**config.mk**
```make
export PLATFORM = sky130hd
export DESIGN_NAME = uart_core
export DESIGN_NICKNAME = d
export VERILOG_FILES = /design/src/rtl/uart_pkg.sv /design/src/rtl/uart_bit_timer.sv /design/src/rtl/uart_core.sv
export SDC_FILE = /design/constraint.sdc
export NUM_CORES = 1
export LEC_CHECK = 0
export CORE_MARGIN = 4
export CORE_UTILIZATION = 40
export CTS_CLUSTER_DIAMETER = 100
export DETAILED_ROUTE_END_ITERATION = 7
export PLACE_DENSITY = 0.58
export SYNTH_ARGS = -nofsm -noshare
export SYNTH_HDL_FRONTEND = slang
export SYNTH_SLANG_ARGS = --single-unit
```
**constraint.sdc**
```tcl
create_clock -name clock -period 5.07 [get_ports clock]
set_input_delay 1.014 -clock clock [delete_from_list [all_inputs] [get_ports clock]]
set_output_delay 1.014 -clock clock [all_outputs]
set_load 0.005 [all_outputs]
```
**src/rtl/uart_pkg.sv**
```systemverilog
// Shared UART definitions: parity modes, flow-control characters,
// FSM state encoding and frame-length helper.
package uart_pkg;

  localparam int PARITY_NONE = 0;
  localparam int PARITY_ODD  = 1;
  localparam int PARITY_EVEN = 2;

  localparam logic [7:0] XON_DEFAULT  = 8'h11;
  localparam logic [7:0] XOFF_DEFAULT = 8'h13;

  typedef enum logic [2:0] {
    S_IDLE,
    S_START,
    S_DATA,
    S_PAR,
    S_STOP
  } uart_state_e;

  function automatic int frame_cycles(
    input int cpb,
    input int dbits,
    input int par,
    input int stops
  );
    int p;
    p = (par != PARITY_NONE) ? 1 : 0;
    return (1 + dbits + p + stops) * cpb;
  endfunction

endpackage

```
**src/rtl/uart_bit_timer.sv**
```systemverilog
// Baud counter: counts down from CLOCKS_PER_BAUD-1, wraps to give the
// end-of-bit strobe, and flags the half-bit point for start sampling.
module uart_bit_timer #(
  parameter int CLOCKS_PER_BAUD = 104
) (
  input  logic clock,
  input  logic reset_n,
  input  logic start_i,
  input  logic clear_i,
  output logic mid_o,
  output logic end_o
);

  localparam int W = $clog2(CLOCKS_PER_BAUD);
  localparam logic [W-1:0] RELOAD =
    W'(CLOCKS_PER_BAUD - 1);
  localparam logic [W-1:0] MID =
    W'(CLOCKS_PER_BAUD - CLOCKS_PER_BAUD / 2);

  logic [W-1:0] cnt_q, cnt_d;
  logic         run_q, run_d;

  always_comb begin
    cnt_d = cnt_q;
    run_d = run_q;
    if (clear_i) begin
      run_d = 1'b0;
      cnt_d = RELOAD;
    end else if (start_i) begin
      run_d = 1'b1;
      cnt_d = RELOAD;
    end else if (run_q) begin
      cnt_d = (cnt_q == '0) ? RELOAD
                            : cnt_q - 1'b1;
    end
  end

  always_ff @(posedge clock or negedge reset_n) begin
    if (!reset_n) begin
      cnt_q <= RELOAD;
      run_q <= 1'b0;
    end else begin
      cnt_q <= cnt_d;
      run_q <= run_d;
    end
  end

  assign mid_o = run_q && (cnt_q == MID);
  assign end_o = run_q && (cnt_q == '0);

endmodule

```
**src/rtl/uart_core.sv**
```systemverilog
// Full-duplex UART engine with parity, frame/parity error flags and
// optional XON/XOFF pause of the transmitter driven by the rx stream.
module uart_core
  import uart_pkg::*;
#(
  parameter int         CLOCKS_PER_BAUD = 104,
  parameter int         DATA_BITS       = 8,
  parameter int         PARITY          = PARITY_NONE,
  parameter int         STOP_BITS       = 1,
  parameter int         FLOW_CTRL       = 0,
  parameter logic [7:0] XOFF_CHAR       = XOFF_DEFAULT,
  parameter logic [7:0] XON_CHAR        = XON_DEFAULT
) (
  input  logic                 clock,
  input  logic                 reset_n,
  input  logic                 rx_i,
  output logic                 tx_o,
  input  logic [DATA_BITS-1:0] tx_data_i,
  input  logic                 tx_valid_i,
  output logic                 tx_ready_o,
  output logic                 tx_busy_o,
  output logic                 tx_paused_o,
  output logic [DATA_BITS-1:0] rx_data_o,
  output logic                 rx_valid_o,
  output logic                 rx_frame_err_o,
  output logic                 rx_parity_err_o
);

  localparam bit PAR_EN =
    (PARITY == PARITY_ODD) || (PARITY == PARITY_EVEN);
  localparam logic PAR_ODD = (PARITY == PARITY_ODD);
  localparam logic [3:0] DLAST = 4'(DATA_BITS - 1);
  localparam logic [3:0] SLAST = 4'(STOP_BITS - 1);
  localparam int LOW = (DATA_BITS < 8) ? DATA_BITS : 8;

  logic [1:0] sync_q;
  logic       rx_prev_q;
  logic       rx_s;
  logic       rx_fall;

  always_ff @(posedge clock or negedge reset_n) begin
    if (!reset_n) begin
      sync_q    <= 2'b11;
      rx_prev_q <= 1'b1;
    end else begin
      sync_q    <= {sync_q[0], rx_i};
      rx_prev_q <= rx_s;
    end
  end

  assign rx_s    = sync_q[1];
  assign rx_fall = rx_prev_q & ~rx_s;

  uart_state_e          rx_state_q;
  logic [3:0]           rx_cnt_q;
  logic [DATA_BITS-1:0] rx_sh_q;
  logic                 rx_perr_q;
  logic [DATA_BITS-1:0] rx_data_q;
  logic                 rx_valid_q;
  logic                 rx_ferr_q;
  logic                 rx_perr_out_q;
  logic                 paused_q;
  logic                 rx_tstart, rx_tclear;
  logic                 rx_mid, rx_end;
  logic [7:0]           rx_low8;

  uart_bit_timer #(
    .CLOCKS_PER_BAUD(CLOCKS_PER_BAUD)
  ) u_rx_timer (
    .clock  (clock),
    .reset_n(reset_n),
    .start_i(rx_tstart),
    .clear_i(rx_tclear),
    .mid_o  (rx_mid),
    .end_o  (rx_end)
  );

  // Restarting at mid-start puts every later wrap mid-bit.
  always_comb begin
    rx_tstart = 1'b0;
    rx_tclear = 1'b0;
    unique case (rx_state_q)
      S_IDLE:  rx_tstart = rx_fall;
      S_START: begin
        if (rx_mid) begin
          rx_tstart = !rx_s;
          rx_tclear = rx_s;
        end
      end
      S_STOP:  rx_tclear = rx_end;
      default: ;
    endcase
  end

  always_comb begin
    rx_low8 = '0;
    for (int i = 0; i < LOW; i++) begin
      rx_low8[i] = rx_sh_q[i];
    end
  end

  always_ff @(posedge clock or negedge reset_n) begin
    if (!reset_n) begin
      rx_state_q    <= S_IDLE;
      rx_cnt_q      <= '0;
      rx_sh_q       <= '0;
      rx_perr_q     <= 1'b0;
      rx_data_q     <= '0;
      rx_valid_q    <= 1'b0;
      rx_ferr_q     <= 1'b0;
      rx_perr_out_q <= 1'b0;
      paused_q      <= 1'b0;
    end else begin
      rx_valid_q <= 1'b0;
      unique case (rx_state_q)
        S_IDLE: begin
          if (rx_fall) rx_state_q <= S_START;
        end
        S_START: begin
          if (rx_mid) begin
            rx_state_q <= rx_s ? S_IDLE : S_DATA;
            rx_cnt_q   <= '0;
            rx_perr_q  <= 1'b0;
          end
        end
        S_DATA: begin
          if (rx_end) begin
            rx_sh_q  <= {rx_s, rx_sh_q[DATA_BITS-1:1]};
            rx_cnt_q <= rx_cnt_q + 4'd1;
            if (rx_cnt_q == DLAST)
              rx_state_q <= PAR_EN ? S_PAR : S_STOP;
          end
        end
        S_PAR: begin
          if (rx_end) begin
            rx_perr_q  <= (^rx_sh_q ^ rx_s) != PAR_ODD;
            rx_state_q <= S_STOP;
          end
        end
        S_STOP: begin
          if (rx_end) begin
            rx_state_q    <= S_IDLE;
            rx_valid_q    <= 1'b1;
            rx_data_q     <= rx_sh_q;
            rx_ferr_q     <= !rx_s;
            rx_perr_out_q <= rx_perr_q;
            // Only clean frames may steer the transmitter.
            if (FLOW_CTRL != 0 && rx_s && !rx_perr_q) begin
              if (rx_low8 == XOFF_CHAR)
                paused_q <= 1'b1;
              else if (rx_low8 == XON_CHAR)
                paused_q <= 1'b0;
            end
          end
        end
        default: rx_state_q <= S_IDLE;
      endcase
    end
  end

  uart_state_e          tx_state_q;
  logic [3:0]           tx_cnt_q;
  logic [DATA_BITS-1:0] tx_sh_q;
  logic                 tx_par_q;
  logic                 tx_q;
  logic                 tx_accept;
  logic                 tx_tclear;
  logic                 tx_end;
  logic                 tx_mid_unused;

  assign tx_ready_o = (tx_state_q == S_IDLE) && !paused_q;
  assign tx_busy_o  = (tx_state_q != S_IDLE);
  assign tx_accept  = tx_valid_i && tx_ready_o;
  assign tx_tclear  = (tx_state_q == S_STOP) && tx_end
                      && (tx_cnt_q == SLAST);

  uart_bit_timer #(
    .CLOCKS_PER_BAUD(CLOCKS_PER_BAUD)
  ) u_tx_timer (
    .clock  (clock),
    .reset_n(reset_n),
    .start_i(tx_accept),
    .clear_i(tx_tclear),
    .mid_o  (tx_mid_unused),
    .end_o  (tx_end)
  );

  always_ff @(posedge clock or negedge reset_n) begin
    if (!reset_n) begin
      tx_state_q <= S_IDLE;
      tx_cnt_q   <= '0;
      tx_sh_q    <= '0;
      tx_par_q   <= 1'b0;
      tx_q       <= 1'b1;
    end else begin
      unique case (tx_state_q)
        S_IDLE: begin
          if (tx_accept) begin
            tx_state_q <= S_START;
            tx_q       <= 1'b0;
            tx_sh_q    <= tx_data_i;
            tx_par_q   <= (^tx_data_i) ^ PAR_ODD;
          end
        end
        S_START: begin
          if (tx_end) begin
            tx_state_q <= S_DATA;
            tx_q       <= tx_sh_q[0];
            tx_sh_q    <= tx_sh_q >> 1;
            tx_cnt_q   <= '0;
          end
        end
        S_DATA: begin
          if (tx_end) begin
            if (tx_cnt_q == DLAST) begin
              tx_cnt_q <= '0;
              if (PAR_EN) begin
                tx_state_q <= S_PAR;
                tx_q       <= tx_par_q;
              end else begin
                tx_state_q <= S_STOP;
                tx_q       <= 1'b1;
              end
            end else begin
              tx_q     <= tx_sh_q[0];
              tx_sh_q  <= tx_sh_q >> 1;
              tx_cnt_q <= tx_cnt_q + 4'd1;
            end
          end
        end
        S_PAR: begin
          if (tx_end) begin
            tx_state_q <= S_STOP;
            tx_q       <= 1'b1;
            tx_cnt_q   <= '0;
          end
        end
        S_STOP: begin
          if (tx_end) begin
            if (tx_cnt_q == SLAST)
              tx_state_q <= S_IDLE;
            else
              tx_cnt_q <= tx_cnt_q + 4'd1;
          end
        end
        default: tx_state_q <= S_IDLE;
      endcase
    end
  end

  assign tx_o            = tx_q;
  assign tx_paused_o     = paused_q;
  assign rx_data_o       = rx_data_q;
  assign rx_valid_o      = rx_valid_q;
  assign rx_frame_err_o  = rx_frame_err_q_w();
  assign rx_parity_err_o = rx_perr_out_q;

  function automatic logic rx_frame_err_q_w();
    return rx_ferr_q;
  endfunction

endmodule

```
=== Word-level counts from Yosys, hierarchy flattened ===
Cells that the tools add are included.

* $add $sub $neg: 4
* $mul: 0
* Div/mod/pow operators: 0
* Order comparisons: 0
* Equality and inequality tests: 27
* Shifts and indexed selects: 0
* Multiplexer cells: 57
* Bitwise logic cells: 3
* Reduce and logical (&&, ||, !) cells: 35

{| class="wikitable"
|+ Operators with widths
! kind !! count
|-
| two-way mux 7 bit || 8
|-
| two-way mux 3 bit || 13
|-
| two-way mux 8 bit || 4
|-
| one-hot mux 3 bit (5 select lines) || 2
|-
| two-way mux 4 bit || 7
|-
| != test 2 bit (second input constant) || 14
|-
| one-hot mux 8 bit (3 select lines) || 1
|-
| two-way mux 1 bit || 15
|-
| AND reduction 5 bit || 3
|-
| nonzero test 3 bit || 5
|-
| zero test 7 bit || 2
|-
| subtractor 7 x 1 -> 7 bit (second input constant) || 2
|-
| == test 3 x 2 -> 1 bit (second input constant) || 4
|-
| one-hot mux 4 bit (3 select lines) || 1
|-
| adder 4 x 1 -> 4 bit (second input constant) || 2
|-
| == test 4 x 3 -> 1 bit (second input constant) || 2
|-
| one-hot mux 4 bit (2 select lines) || 1
|-
| nonzero test 2 bit || 4
|-
| parity 8 bit || 1
|-
| == test 7 x 6 -> 1 bit (second input constant) || 1
|-
| logical AND 1 bit || 7
|-
| AND reduction 7 bit || 1
|-
| == test 3 x 1 -> 1 bit (second input constant) || 2
|-
| == test 3 bit (second input constant) || 2
|-
| other kinds (15) || 22
|}

* Register bits after elaboration: 62
* Latch bits: 0
* Bits in writable memories: 0
* ROM bits: 0
* Output and inout bits: 15
* Memories: 0

=== Longest topological paths before layout ===
Gate-level depths: netlist (run 1).

* Word-level depth: 6
* Mapped depth: 8
* Depth with buffers taken out: 6

=== By module ===
From an unflattened synthesis (run 1), not the netlist that was laid out.

* Cells, all modules: 283
* Area, all modules: 3149.3 um2

{| class="wikitable"
|+ Modules (own cells, without submodules)
! module !! times used !! cells an instance !! area each (um2) !! sequential area each (um2)
|-
| uart_core || 1 || 181 || 2190.9 || 1156.1
|-
| uart_bit_timer || 2 || 51 || 479.2 || 206.4
|}

=== Worst setup path after synthesis (run 1) ===
Ideal clock, no wire load.

* Path kind: register to register
* From: register tx_cnt_q[0]
* To: register tx_sh_q[0]
* Setup time: 0.125 ns
* Arrival: 2.036 ns
* Required time: 4.945 ns
* Slack: 2.909 ns
* Stages on the path, launching flop included: 7
* Cells stage by stage: dfrtp_1 > ha_1 > and3b_1 > buf_2 > or3b_4 > a211oi_4 > mux2_2

* Word-level cells in the longest chain between the ends: 3

{| class="wikitable"
|+ Ends and longest elaborated chain
! element !! line !! text
|-
| start: declaration || uart_core.sv:162 || <nowiki>logic [3:0] tx_cnt_q;</nowiki>
|-
| start signal: assignment || uart_core.sv:227 || <nowiki>tx_cnt_q <= tx_cnt_q + 4'd1;</nowiki>
|-
| start signal: assignment || uart_core.sv:243 || <nowiki>tx_cnt_q <= tx_cnt_q + 4'd1;</nowiki>
|-
| == test 4 x 3 -> 1 bit || uart_core.sv:215 || <nowiki>if (tx_cnt_q == DLAST) begin</nowiki>
|-
| != test 2 bit (no source line) || n/a ||
|-
| AND reduction 5 bit (no source line) || n/a ||
|-
| end signal: assignment || uart_core.sv:201 || <nowiki>tx_sh_q <= tx_data_i;</nowiki>
|-
| end signal: assignment || uart_core.sv:209 || <nowiki>tx_sh_q <= tx_sh_q >> 1;</nowiki>
|-
| end signal: assignment || uart_core.sv:226 || <nowiki>tx_sh_q <= tx_sh_q >> 1;</nowiki>
|-
| end: declaration || uart_core.sv:163 || <nowiki>logic [DATA_BITS-1:0] tx_sh_q;</nowiki>
|}

Every way passes these cells.
A chain may end at the register's enable or synchronous reset.

=== Worst setup path in the final report (run 1) ===
* From: register tx_state_q[0]
* To: output port tx_busy_o

* Word-level cells in the longest chain between the ends: 1

{| class="wikitable"
|+ Ends and longest elaborated chain
! element !! line !! text
|-
| start: declaration || uart_core.sv:161 || <nowiki>uart_state_e tx_state_q;</nowiki>
|-
| start signal: assignment || uart_core.sv:190 || <nowiki>tx_state_q <= S_IDLE;</nowiki>
|-
| start signal: assignment || uart_core.sv:199 || <nowiki>tx_state_q <= S_START;</nowiki>
|-
| start signal: assignment || uart_core.sv:207 || <nowiki>tx_state_q <= S_DATA;</nowiki>
|-
| nonzero test 3 bit || uart_core.sv:172 || <nowiki>assign tx_busy_o = (tx_state_q != S_IDLE);</nowiki>
|-
| end: declaration || uart_core.sv:21 || <nowiki>output logic tx_busy_o,</nowiki>
|}

Every way passes these cells.

==> results of run 1 <==
==> kinds of logic after synthesis <==
family / after synthesis / share of synthesized area (%)
AND/OR/NAND/NOR: 87 / 16.2
AO/OA/AOI/OAI: 64 / 12.9
flip-flops: 62 / 50.1
multiplexers: 33 / 11.8
buffers and inverters: 25 / 3.27
XOR/XNOR: 10 / 3.23
adder cells (fa/ha/maj): 6 / 2.40
other: 1 / 0.120
==> cells in the mapped netlist (2+ instances only) <==
| master | instances |
|---|---|
| dfrtp_1 | 48 |
| mux2_2 | 31 |
| o21ai_0 | 23 |
| nor2_1 | 18 |
| nand2_1 | 15 |
| a21oi_1 | 14 |
| dfstp_2 | 14 |
| inv_1 | 13 |
| nand3_1 | 13 |
| clkbuf_1 | 9 |
| xnor2_1 | 8 |
| ha_1 | 6 |
| o21a_1 | 6 |
| nand2b_1 | 5 |
| and3b_1 | 4 |
| nand3b_1 | 4 |
| o211ai_1 | 4 |
| or3_1 | 4 |
| a21o_1 | 3 |
| nand4_1 | 3 |
| nor3b_1 | 3 |
| o2111ai_1 | 3 |
| a31oi_1 | 2 |
| and2_1 | 2 |
| buf_4 | 2 |
| mux2i_1 | 2 |
| nor3_1 | 2 |
| or2_2 | 2 |
==> worst paths after layout <==
path / end / slack (ns)
worst max-delay path: tx_busy_o / 2.34
worst min-delay path: sync_q[1] / 0.36
worst max register to register: rx_cnt_q[3] / 2.76
worst min register to register: sync_q[1] / 0.36
max in group asynchronous: tx_sh_q[5] / 3.63
min in group asynchronous: rx_low8[7] / 0.51
==> power by group <==
group / internal [mW] / total [mW] / switching [mW] / leakage (nW)
clock: 0.289 / 0.474 / 0.185 / 0.110
combinational: 0.0924 / 0.200 / 0.108 / 0.667
sequential: 0.547 / 0.616 / 0.0689 / 0.806
total: 0.929 / 1.29 / 0.362 / 1.58
==> state kept, by name (all words and copies together), names as in the netlist, 3 cells and up <==
| signal | count |
|---|---|
| rx_cnt_q | 4 |
| rx_data_o | 8 |
| rx_low8 | 8 |
| rx_state_q | 3 |
| tx_cnt_q | 4 |
| tx_sh_q | 8 |
| tx_state_q | 3 |
| u_rx_timer.cnt_q | 7 |
| u_tx_timer.cnt_q | 7 |
==> cell type report <==
class | count | area [sq um] | share of cell area, %
Tap cell | 102 | 128 | 3.50
Multi-Input combinational cell | 202 | 1470 | 40.2
Inverter | 13 | 48.8 | 1.34
Clock buffer | 12 | 145 | 3.98
Clock inverter | 4 | 70.1 | 1.92
Timing Repair Buffer | 23 | 223 | 6.10
Sequential cell | 62 | 1570 | 43.0
==> per-layer routing <==
layer | global-route usage (%) | routed length, um
met5 | 0 | 0
met2 | 20.2 | 2470
met3 | 4.03 | 200
met1 | 18.7 | 2830
met4 | 6.31 | 74
==> metrics by stage <==
stage | worst slack [ns] | instances | hold WS, ns | utilization (%) | total power, mW
floorplan | 2.91 | 289 | 0.345 | - | 0.772
global placement | 2.69 | 402 | 0.347 | 44.7 | 0.820
detailed placement | 2.71 | 402 | 0.347 | 44.7 | 0.827
CTS | 2.32 | 418 | 0.357 | 47.5 | 1.31
global route | 2.28 | 418 | 0.358 | 47.5 | 1.38
finish | 2.34 | 418 | 0.355 | 47.5 | 1.29
==> layout by cell type, fill, tap and decap left out, types with 5 or more instances in the layout <==
cell type,instances
mux2_2,31
o21ai_0,23
a21oi_1,14
xnor2_1,8
inv_1,13
nand2b_1,5
dfrtp_1,48
dfstp_2,14
nor2_1,18
o21a_1,6
nand2_1,15
clkbuf_8,10
nand3_1,13
ha_1,6
clkdlybuf4s50_1,21
==> worst max-delay path, cell delays in order, from the launching register on <==
cell and delay, ns:
dfrtp_1 0.50, or3_1 0.42, clkdlybuf4s50_1 0.46
==> run metrics, run 1 <==
Design Area, Final 0.00365 sq mm; Max H-tree Level 3; Clock Latency Late Sink 0.34 ns; layout filler cell count 743; share of cells above drive strength 1 about 22%; Yosys cell types 53; GRT Overall Usage 13.7%; leakage 1.58 nW; Post-DRT Antenna Nets 0; worst r2r src u_rx_timer.cnt_q[3]; CTS tree built; ys async rst share 100%; share of the synthesized area in the top cell type 38.3%; WP data arrival roughly 1.7 ns; Area growth syn-to-layout 16.5%; CP Launch Point tx_state_q[0]; pin count of the biggest net entering global routing 54; main area contributors after synthesis dfrtp_1 (38%), dfstp_2 (12%), mux2_2 (11%), o21ai_0 (3.7%), ha_1 (2.4%); initial antenna violation count 0; Rel. slew slack 55.1%; vias in the first global route 2087; PwrDens 354 mW/mm^2; diode count 0; drt drc 0; MaxCap Viol Count 0; Syn Area/Cell 10.9 sq um; Worst Reg2Reg Path Length in Cells 4; Final HPWL DP 3770 um; first-pass GRT wire length roughly 9800 um; clock root cell clkbuf_8; WS Path Type register to output port; wire per inst 13.3 um; Worst Clk Skew 0.00663 ns; Hold-fix buffers, CTS 0; drt first-iter violations 102; drt pass-1 iters 4; Reg clk slew, reported paths 0.07 ns; #FFs+latches synth 62; fin crit share 53.8%; worst hold stages 0; Syn Inst Count ~290; GR Overflow Total 0; max-slew violation count 0; Crit. End Element output port; status complete, no violations; Initial Utilization 40.8%; cell taking the most area after synthesis dfrtp_1; CTS sink cnt 62; cts repair resizes 0; vias per std cell 5.17; RSZ-0062 raised after global routing false; Fmax 367 MHz; number of core rows 32; final setup fails 0; number of flops mapped to enable cells by yosys 0; Syn. warnings 1; DR vias 2160; nets@finish between 300 and 400; ys flop type dfrtp_1; Worst-Margin Slew approximately 0.67 ns; TNS Setup 0 ns; die area 0.00931 sq mm; mapped cell area between 0.003 and 0.004 sq mm; Hold/Removal Path Class register to register; number of setup buffers added after CTS 0; Placement Cell Area 0.00343 sq mm; worst path required time slightly above 4 ns; maximum VDD drop between 0.1 and 0.15 mV; Die Y 96.5 um; post-layout minimum cycle time 2.73 ns; Die W between 90 and 100 um; CP Max Fanout 12; Final GP Congestion 0.837; Worst setup SP type register; Core Area roughly 0.0077 sq mm; CTS Buf Count 9; min-delay src sync_q[0]; IO Port Bufs 22; post-synthesis sequential area ratio 50.1%; Max Root-Sink Buffers 2; Hold Violations, Final 0; final WL 5580 um; I/O Pins 27
Note: power is estimated with default switching activity, not from simulation.
==> run 2, diff against run 1 <==
--- a/config.mk
+++ b/config.mk
@@ -9,7 +9,7 @@
 export CORE_UTILIZATION = 40
 export CTS_CLUSTER_DIAMETER = 100
 export DETAILED_ROUTE_END_ITERATION = 7
-export PLACE_DENSITY = 0.58
+export PLACE_DENSITY = 0.6
 export SYNTH_ARGS = -nofsm -noshare
 export SYNTH_HDL_FRONTEND = slang
 export SYNTH_SLANG_ARGS = --single-unit
==> constraint.sdc (replaced) <==
create_clock -name clock -period 2.4 [get_ports clock]
set_input_delay 0.48 -clock clock [delete_from_list [all_inputs] [get_ports clock]]
set_output_delay 0.48 -clock clock [all_outputs]
set_load 0.005 [all_outputs]
==> run metrics, run 2 (synthesized netlist as in run 1, its figures left out) <==
status complete, no violations; GRT Overall Usage 14.2% (+0.43 points); CP top delay family flip-flops; vias in the first global route 2208 (+5.8%); Rel. slew slack 56.4% (+1.3 points); drt drc 0 (unchanged); Crit. End Element output port; pin count of the biggest net entering global routing 63 (+17%); CTS sink cnt 62 (unchanged); worst path bufs/invs 1 (unchanged); GRT busiest layer met2; diode count 0 (unchanged); Initial Utilization 40.8% (unchanged); die area 0.00931 sq mm (unchanged); final setup fails 0 (unchanged); IO Port Bufs 22 (unchanged); vias per std cell 5.23 (+1.1%); number of setup buffers added after CTS 0 (unchanged); cts repair resizes 0 (unchanged); initial antenna violation count 0 (unchanged); Post-DRT Antenna Nets 0 (unchanged); critical path depth in cells 2 (unchanged); Slowest cell on crit path dfrtp_1; drt first-iter violations 83 (-19%); leakage 1.60 nW (+0.74%); Worst Clk Skew 0.0108 ns (+0.00417 ns); worst r2r src tx_cnt_q[0]; Die Y 96.5 um (unchanged); Core Area 0.00769 sq mm (unchanged); met2 GRT Util 21.4% (+1.2 points); WS Path Type register to output port; WP data arrival 1.73 ns (+0.02 ns); Worst setup SP type register; maximum VDD drop 0.240 mV (+82%); DR vias 2221 (+2.8%); Hold/Removal Path Class primary input to async pin; Clock Latency Late Sink 0.34 ns (about the same); flop2flop setup slack 0.21 ns (-2.55 ns); final WL 5780 um (+3.5%); number of core rows 32 (unchanged); Die W 96.5 um (unchanged); I/O Pins 27 (unchanged); Max H-tree Level 3 (unchanged); Worst-Margin Slew 0.644 ns (-0.0287 ns); Reg-to-Reg End tx_sh_q[5]; PwrDens 697 mW/mm^2 (+97%); post-layout minimum cycle time 2.21 ns; MaxCap Viol Count 0 (unchanged); Final Non-Filler Cells 425 (+1.7%); share of cells above drive strength 1 22.6% (+1.1 points); clock root cell clkbuf_8; Reg clk slew, reported paths 0.07 ns (about the same); commonest non-fill, non-tap cells in the layout dfrtp_1 (48), mux2_2 (31), o21ai_0 (23), clkdlybuf4s50_1 (21), nor2_1 (18); max-slew violation count 0 (unchanged); Final HPWL DP 3880 um (+2.9%); CP cell instances or3_1, clkdlybuf4s50_1; Hold Violations, Final 0 (unchanged); drt pass-1 iters 4 (unchanged); Max Root-Sink Buffers 2 (unchanged); first-pass GRT wire length 10200 um (+4.6%); commonest non-fill, non-tap cell in the layout dfrtp_1; met3 usage 3.02% (-1.0 points); Hold-fix buffers, CTS 0 (unchanged); worst path required time 1.92 ns (-2.14 ns); nets@finish 336 (+2.1%); RSZ-0062 raised after global routing false; CTS Buf Count 9 (unchanged); CTS tree built; wire per inst 13.6 um (+1.8%); Fmax around 450 MHz; Final GP Congestion 0.784 (-6.3%); Cell Count Post-Placement 409 (+1.7%); CP peak stage delay 0.50 ns (about the same); GR Overflow Total 0 (unchanged); layout filler cell count 753 (+1.3%); CP Max Fanout 12 (unchanged); met1 Use GR 19.4% (+0.75 points); Worst Reg2Reg Path Length in Cells 5 (+1); TNS Setup 0 ns (unchanged); fin crit share 92.0%; Area growth syn-to-layout 16.9%
## run 2: changes by cell type in the layout (fill, tap and decap cells not counted), sizes merged
cell / previous run / this run
bufinv: 2 / 0
clkbuf: 12 / 14
buf: 2 / 9
## run 2: cell type report
type	count	area, sq um	share of cell area (%)
sequential	62	1570	42.9
multi-input combinational	202	1470	40.0
timing repair buffer	30	288	7.86
clock buffer	14	153	4.17
tap	102	128	3.49
inverter	13	48.8	1.33
clock inverter	2	10.0	0.273
## run 2: worst max-delay path by stage
stage / startpoint / end / slack [ns]
final: tx_state_q[0] / tx_busy_o / 0.19
after global routing: tx_cnt_q[0] / tx_sh_q[3] / 0.09
after CTS: tx_state_q[0] / tx_busy_o / 0.18
after detailed placement: tx_cnt_q[0] / tx_sh_q[5] / 0.21
after global placement: tx_cnt_q[0] / tx_sh_q[0] / 0.22
after floorplan: tx_cnt_q[0] / tx_sh_q[0] / 0.24
## run 2: layer usage
metal	vias to the layer above	wire (um)
li1	1085	-
met1	1097	2840
met2	28	2660
met3	11	160
met4	0	119
met5	-	0
## run 2: where the power goes
group | total, mW | leakage (nW) | switching (mW) | internal, mW
clock | 0.785 | 0.0844 | 0.384 | 0.401
combinational | 0.490 | 0.705 | 0.273 | 0.217
sequential | 1.28 | 0.806 | 0.119 | 1.16
## run 2: stage by stage
stage | area [sq um] | setup WS [ns] | power, mW | util (%) | hold WS (ns)
after global placement | 3500 | 0.225 | 1.76 | 45.5 | 0.347
after CTS | 3660 | 0.176 | 2.59 | 47.6 | 0.144
final | 3660 | 0.191 | 2.55 | 47.6 | 0.142
after detailed placement | 3500 | 0.207 | 1.78 | 45.5 | 0.349
after global routing | 3660 | 0.0882 | 2.73 | 47.6 | 0.160
after floorplan | 3140 | 0.239 | 1.63 | - | 0.184
## run 2: worst register-to-register path, delay by kind of cell (launching register included)
kind | cells | cell delay (ns)
AO/OA/AOI/OAI | 1 | 0.45
adder cells (fa/ha/maj) | 1 | 0.24
flip-flops | 1 | 0.41
multiplexers | 1 | 0.39
AND/OR/NAND/NOR | 2 | 0.59
